--- src/rtl/legv8_control_pipe.sv ---
// LEGv8 ID-stage control: opcode decode into the ID/EX register, load-use stall, multi-cycle flush.
// Optional illegal-opcode trap enabled by defining LEGV8_ILLEGAL_TRAP_EN.
module legv8_control_pipe #(
    parameter int unsigned REG_W       = 5,
    parameter int unsigned FLUSH_DEPTH = 1
) (
    input  logic             clk_i,
    input  logic             reset_i,
    input  logic             id_valid_i,
    input  logic [10:0]      opcode_i,
    input  logic [REG_W-1:0] id_rn_i,
    input  logic [REG_W-1:0] id_rm_i,
    input  logic [REG_W-1:0] id_rd_i,
    input  logic             branch_taken_i,
    output logic [10:0]      ex_ctrl_o,
    output logic             ex_valid_o,
    output logic [REG_W-1:0] ex_rd_o,
    output logic             stall_o,
    output logic             if_flush_o,
    output logic             illegal_o,
    output logic             illegal_seen_o
);

    localparam logic [REG_W-1:0] Xzr = '1;

    logic [10:0]      ex_ctrl_q, ex_ctrl_d;
    logic             ex_valid_q, ex_valid_d;
    logic [REG_W-1:0] ex_rd_q, ex_rd_d;
    logic [2:0]       cnt_q, cnt_d;

    logic [10:0]      ctrl;
    logic             legal, use_rn, use_r2, hz, issue;
    logic [REG_W-1:0] src2;

    // Control word: {Reg2Loc, ALUSrc, MemtoReg, RegWrite, MemRead, MemWrite,
    //                Branch, UncondBr, BranchNZ, ALUOp[1:0]}
    always_comb begin
        ctrl   = '0;
        legal  = 1'b0;
        use_rn = 1'b0;
        use_r2 = 1'b0;
        casez (opcode_i)
            11'b10001011000, 11'b11001011000, 11'b10001010000, 11'b10101010000: begin
                ctrl = 11'b00010000010; legal = 1'b1; use_rn = 1'b1; use_r2 = 1'b1;
            end
            11'b1001000100?: begin ctrl = 11'b01010000000; legal = 1'b1; use_rn = 1'b1; end
            11'b1101000100?: begin ctrl = 11'b01010000011; legal = 1'b1; use_rn = 1'b1; end
            11'b11111000010: begin ctrl = 11'b01111000000; legal = 1'b1; use_rn = 1'b1; end
            11'b11111000000: begin
                ctrl = 11'b11000100000; legal = 1'b1; use_rn = 1'b1; use_r2 = 1'b1;
            end
            11'b10110100???: begin ctrl = 11'b10000010001; legal = 1'b1; use_r2 = 1'b1; end
            11'b10110101???: begin ctrl = 11'b10000010101; legal = 1'b1; use_r2 = 1'b1; end
            11'b000101?????: begin ctrl = 11'b00000001000; legal = 1'b1; end
            11'b00000000000: legal = 1'b1;
            default: ;
        endcase
    end

    // Reg2Loc selects Rt as the second read port.
    assign src2 = ctrl[10] ? id_rd_i : id_rm_i;

    assign hz = id_valid_i & ex_valid_q & ex_ctrl_q[6] & (ex_rd_q != Xzr) &
                ((use_rn & (ex_rd_q == id_rn_i)) | (use_r2 & (ex_rd_q == src2)));

    assign if_flush_o = branch_taken_i | (~reset_i & (cnt_q != 3'd0));
    assign stall_o    = hz & ~if_flush_o & ~reset_i;
    assign issue      = id_valid_i & legal & ~if_flush_o & ~hz;

    always_comb begin
        ex_ctrl_d  = issue ? ctrl : 11'd0;
        ex_valid_d = issue;
        ex_rd_d    = issue ? id_rd_i : '0;
        cnt_d      = cnt_q;
        if (branch_taken_i) begin
            cnt_d = 3'(FLUSH_DEPTH - 1);
        end else if (cnt_q != 3'd0) begin
            cnt_d = cnt_q - 3'd1;
        end
    end

    always_ff @(posedge clk_i) begin
        if (reset_i) begin
            ex_ctrl_q  <= '0;
            ex_valid_q <= 1'b0;
            ex_rd_q    <= '0;
            cnt_q      <= '0;
        end else begin
            ex_ctrl_q  <= ex_ctrl_d;
            ex_valid_q <= ex_valid_d;
            ex_rd_q    <= ex_rd_d;
            cnt_q      <= cnt_d;
        end
    end

    assign ex_ctrl_o  = ex_ctrl_q;
    assign ex_valid_o = ex_valid_q;
    assign ex_rd_o    = ex_rd_q;

`ifdef LEGV8_ILLEGAL_TRAP_EN
    logic illegal_q, illegal_d, illegal_seen_q;

    assign illegal_d = id_valid_i & ~legal & ~if_flush_o;

    always_ff @(posedge clk_i) begin
        if (reset_i) begin
            illegal_q      <= 1'b0;
            illegal_seen_q <= 1'b0;
        end else begin
            illegal_q      <= illegal_d;
            illegal_seen_q <= illegal_seen_q | illegal_d;
        end
    end

    assign illegal_o      = illegal_q;
    assign illegal_seen_o = illegal_seen_q;
`else
    assign illegal_o      = 1'b0;
    assign illegal_seen_o = 1'b0;
`endif

endmodule
--- config.mk ---
export PLATFORM = sky130hd
export DESIGN_NAME = legv8_control_pipe
export DESIGN_NICKNAME = d
export VERILOG_FILES = /design/src/rtl/legv8_control_pipe.sv
export SDC_FILE = /design/constraint.sdc
export NUM_CORES = 1
export LEC_CHECK = 0
export ABC_CLOCK_PERIOD_IN_PS = 6450
export BUFFER_PORTS_ARGS = -buffer_cell sky130_fd_sc_hd__clkbuf_2
export CORE_UTILIZATION = 29
export CTS_CLUSTER_SIZE = 40
export DETAILED_ROUTE_END_ITERATION = 8
export PLACE_DENSITY_LB_ADDON = 0.12
export REMOVE_ABC_BUFFERS = 1
export SLEW_MARGIN = 5
export SYNTH_ARGS = -nofsm -noshare
export SYNTH_HDL_FRONTEND = slang
export SYNTH_SLANG_ARGS = --single-unit
--- constraint.sdc ---
create_clock -name clk_i -period 6.45 [get_ports clk_i]
set_input_delay 0.3225 -clock clk_i [delete_from_list [all_inputs] [get_ports clk_i]]
set_output_delay 0.3225 -clock clk_i [all_outputs]
set_load 0.03 [all_outputs]
# ---- Word-level counts from Yosys, hierarchy flattened
# Cells that the tools add are included.
dict set report word_totals {
  elab_cells 50
  register_bits 20
}
dict set report classes {
  eq_ne 14
  n_bitwise 18
  addsub 1
  muxes 5
  reduce_logical 8
}
# op n
set op_table {}
lappend op_table {{$pmux W11 S8} 1}
lappend op_table {{$eq A11 B11 Y1 const B} 6}
lappend op_table {{$eq A10 B10 Y1 const B} 2}
lappend op_table {{$eq A8 B8 Y1 const B} 2}
lappend op_table {{$and A1 B1 Y1} 12}
lappend op_table {{$reduce_or A12 Y1} 1}
lappend op_table {{$logic_not A11 Y1} 1}
lappend op_table {{$eq A5 B5 Y1} 2}
lappend op_table {{$reduce_or A8 Y1} 1}
lappend op_table {{$reduce_or A7 Y1} 1}
lappend op_table {{$eq A6 B3 Y1 const B} 1}
lappend op_table {{$mux W5} 1}
lappend op_table {{$ne A5 B5 Y1 const B} 1}
lappend op_table {{$not A1 Y1} 4}
lappend op_table {{$reduce_or A2 Y1} 2}
lappend op_table {{$reduce_or A4 Y1} 1}
lappend op_table {{$mux W1} 3}
lappend op_table {{$reduce_bool A3 Y1} 1}
lappend op_table {{$sub A3 B1 Y3 const B} 1}
lappend op_table {{$or A1 B1 Y1} 2}

# ---- Logic depth before layout (Yosys ltp)
dict set report depth {
  ltp_word 12
  depth_mapped 7
  ltp_nobuf 6
}

# ---- Least setup slack after synthesis
# No wires, ideal clock.
dict set report synth_timing {
  path_kind {input to output}
  start {input opcode_i[4]}
  end {output stall_o}
  n_path_buf 0
  cell_stages 6
  arrival_ns 2.183
  setup_slack_ns 3.944
  t_required_ns 6.128
  cell_sequence {nand4bb_4 or4_4 a21oi_1 nand2b_1 a2111oi_4 o211a_1}
}
dict set report synth_between {
  elab_chain_len 10
  elab_cells_between_ends 24
  cone_classes {eq/ne (11); mux (4); bitwise (6); reduce/logical (3)}
}
# item line_no
set synth_lines {}
lappend synth_lines {{start: declaration} 10} ;# input logic [10:0] opcode_i,
lappend synth_lines {{$eq A11 B11 Y1} 42} ;# casez (opcode_i)
lappend synth_lines {{$reduce_or A4 Y1} --}
lappend synth_lines {{$pmux W11 S8} 42}
lappend synth_lines {{$mux W5} 61} ;# assign src2 = ctrl[10] ? id_rd_i : id_rm_i;
lappend synth_lines {{$eq A5 B5 Y1} 64} ;# ((use_rn & (ex_rd_q == id_rn_i)) | (use_r2 & (ex_rd_q == src2)));
lappend synth_lines {{$and A1 B1 Y1} 64}
lappend synth_lines {{$or A1 B1 Y1 *} 64}
lappend synth_lines {{$and A1 B1 Y1 *} 63} ;# assign hz = id_valid_i & ex_valid_q & ex_ctrl_q[6] & (ex_rd_q != Xzr) &
lappend synth_lines {{$and A1 B1 Y1 * (2 in series)} 67} ;# assign stall_o = hz & ~if_flush_o & ~reset_i;
lappend synth_lines {{end: declaration} 18} ;# output logic stall_o,
# Mark *: on every way between the ends. The rest lies on a longest branch, timed or not.

# ---- Final worst setup path
dict set report layout_timing {
  start {input opcode_i[1]}
  end {output stall_o}
}
# Same word-level chain as after synthesis.

==> reports/summary.txt <==
GR Util met1 = 0.2109
met3 GRT Util = 0.01370
largest family of logic cells by synthesized area = simple AND/OR/NAND/NOR gates
sw power = 0.00005185 W
f_max = 304.5 MHz
Most Crowded Layer GR = met1
Clock power frac = 0.341
Final Skew = 1.504 ps
Min Hold Slack = 301.1 ps
xor and xnor area share after synthesis = 0.04339
Switching Fraction = 0.2293
TritonRoute pass-1 iters = 6
Worst-Skew Late Latency = 250 ps
max-cap violations = 0
initial core utilization = 0.3028
WL final = 3025 microns
vias in the first global route = 1047
Critical Path RT = 6130 ps
Slew @ Worst Pin = 1023 ps
Tmin final = 3284 ps
Cell Area, Synth = 0.001211 sq mm
root buffer selected by CTS = clkbuf_8
n_diodes = 0
total CTS buffers = 3
Final Hold Fails = 0
gr ovfl total = 0
clk slew on worst S/H paths = 60 ps
drt initial violations = 74
RSZ-0062 raised after global routing = no
worst vdd ir = 60.69 uV
Core Box Area = 0.004000 sq mm
failing checks = DRC
cts hold-fix bufs = 0
GRT Util Overall = 0.1427
ratio of cells with drive above 1 in the final layout = 0.3602
number of setup buffers added after CTS = 0
antenna-violating nets left = 0
register area share after synthesis = 0.3140
drt via density = 4.890
H-Tree Depth = 1
Critical Path Sink Type = output port
drt drc = 1
die area = 0.004439 sq mm
Synth Register Bits = 19
crit start category = input port
part of the power in combinational logic = 0.138
post-synthesis compound-gate area fraction = 0.1322
Syn Area/Cell = 8.777 sq um
Slew Limit Fails = 0
Reg power frac = 0.520
initial antenna violation count = 0
Max clock buf depth = 2
max_slew headroom = 0.3094
PortBufs = 48
cell leakage power = 0.6844 nW
post-synthesis mux area share = 0.01653
area share of fa/ha/maj cells after synthesis = 0.02066
FP Rows = 23
cell area power density = 148.2 mW/mm^2
status = complete, but fails checks
Chip Height = 66.63 microns
Syn-to-layout area delta = 25.93%
CP Max Fanout = 15
post-cts resize count = 0
clk sink count = 19
die width = 66.63 microns
met2 usage = 0.2045
worst hold-check path type = input port to flip-flop
Cells after Synth = 138
CTS tree = built
hpwl dp = 2579 microns
simple-gate share of the synthesized area = 0.4081
Ports = 51
vias post-DR = 1154
total negative setup slack = 0 ps
first-pass GRT wire length = 4816 microns
CP Data Arrival Time = 2960 ps
Yosys cell types = 44
final setup fails = 0
# nets final = 219
final period utilization = 0.5092
yosys warns = 0
drt wl/cell = 12.82 microns
CP Class = input port to output port
gp weighted congestion = 0.8153
internal power = 0.0001742 W
pin count of the biggest net entering global routing = 16
[per-layer routing]
layer,routed length [microns],share of wire
met5,0,0
met4,21,0.0069
met3,171,0.057
met2,1357,0.45
met1,1474,0.49
[registers in the layout (all words and copies together), names as in the netlist]
register / flops
ex_rd_o: 5
cnt_q: 3
ex_ctrl_o: 10
ex_valid_o: 1
[cell usage after synthesis, drive strengths merged]
cell	count	area share
dfxtp	19	0.31
nor3	19	0.10
nand2b	13	0.067
inv	10	0.031
nand2	8	0.025
nor2	7	0.022
a21oi	6	0.025
buf	4	0.028
nand3	4	0.017
nor4	4	0.038
and3	3	0.015
nand4	3	0.015
nor3b	3	0.019
or4	3	0.026
xnor2	3	0.022
xor2	3	0.022
a31oi	2	0.010
ha	2	0.021
mux2i	2	0.017
o21ai	2	0.0083
a2111oi	1	0.023
a211o	1	0.0072
a222oi	1	0.0083
a22oi	1	0.0062
a311o	1	0.0083
and2	1	0.0052
and4b	1	0.0083
clkbuf	1	0.0031
conb	1	0.0031
nand4b	1	0.012
nand4bb	1	0.023
nor2b	1	0.0052
o211a	1	0.0083
o21bai	1	0.0062
o221a	1	0.0093
o22ai	1	0.0052
o311ai	1	0.0072
or2	1	0.0072
[power by group through the flow]
| stage | clock [W] | sequential [W] | combinational [W] |
|---|---|---|---|
| after detailed placement | 0 | 0.000120 | 0.0000313 |
| after global routing | 0.0000852 | 0.000118 | 0.0000342 |
| after floorplan | 0 | 0.000121 | 0.0000143 |
| final | 0.0000772 | 0.000118 | 0.0000312 |
| after global placement | 0 | 0.000120 | 0.0000309 |
| after CTS | 0.0000804 | 0.000118 | 0.0000314 |
[metrics by stage]
| stage | instances | setup WS, ps | util | cell area [sq um] | total power, W |
|---|---|---|---|---|---|
| after CTS | 236 | 3180 | 0.3813 | 1525 | 0.0002294 |
| final | 236 | 3166 | 0.3813 | 1525 | 0.0002261 |
| after detailed placement | 232 | 3188 | 0.3700 | 1480 | 0.0001516 |
| after floorplan | 134 | 3606 | - | 1177 | 0.0001348 |
| after global placement | 232 | 3255 | 0.3700 | 1480 | 0.0001512 |
| after global routing | 236 | 2953 | 0.3813 | 1525 | 0.0002369 |
[critical path: stages]
cell       delay, ps
clkbuf_2         130
nor4_1           440
and3_1           290
nand2_1           70
a311o_1          380
a2111oi_4        890
o211a_1          240
clkbuf_2         200
[cells by family (layout without fill, tap and decap cells)]
kind of cell	Yosys count	in the layout
compound gates	20	20
xor+xnor	6	6
fa+ha+maj	2	2
buf+inv	15	62
flops	19	19
mux	2	2
other cells	1	2
simple gates	73	73
[cell usage in the layout, fill, tap and decap left out, drive strengths merged, types with 2 or more instances in the layout]
master   n
xor2     3
clkbuf  52
nor3b    3
dfxtp   19
inv     10
nor2     7
mux2i    2
nand2b  13
nor3    19
or4      3
a31oi    2
nand2    8
conb     2
ha       2
and3     3
nand4    3
a21oi    6
xnor2    3
nand3    4
o21ai    2
nor4     4
[final cells by class]
cell class	count	area [sq um]
timing repair buffer	48	240.2
clock buffer	4	45.04
inverter	10	37.54
sequential	19	380.4
multi-input combinational	105	759.5
fill	435	2475
tap	50	62.56
[final timing paths]
check	startpoint	endpoint	slack, ps	depth (start not counted)
min reg2reg	cnt_q[1]	cnt_q[1]	530	2
min	branch_taken_i	cnt_q[0]	300	2
max reg2reg	ex_rd_o[2]	ex_ctrl_o[0]	4150	6
max	opcode_i[1]	stall_o	3170	8
Power figures use the tool's default switching activity.
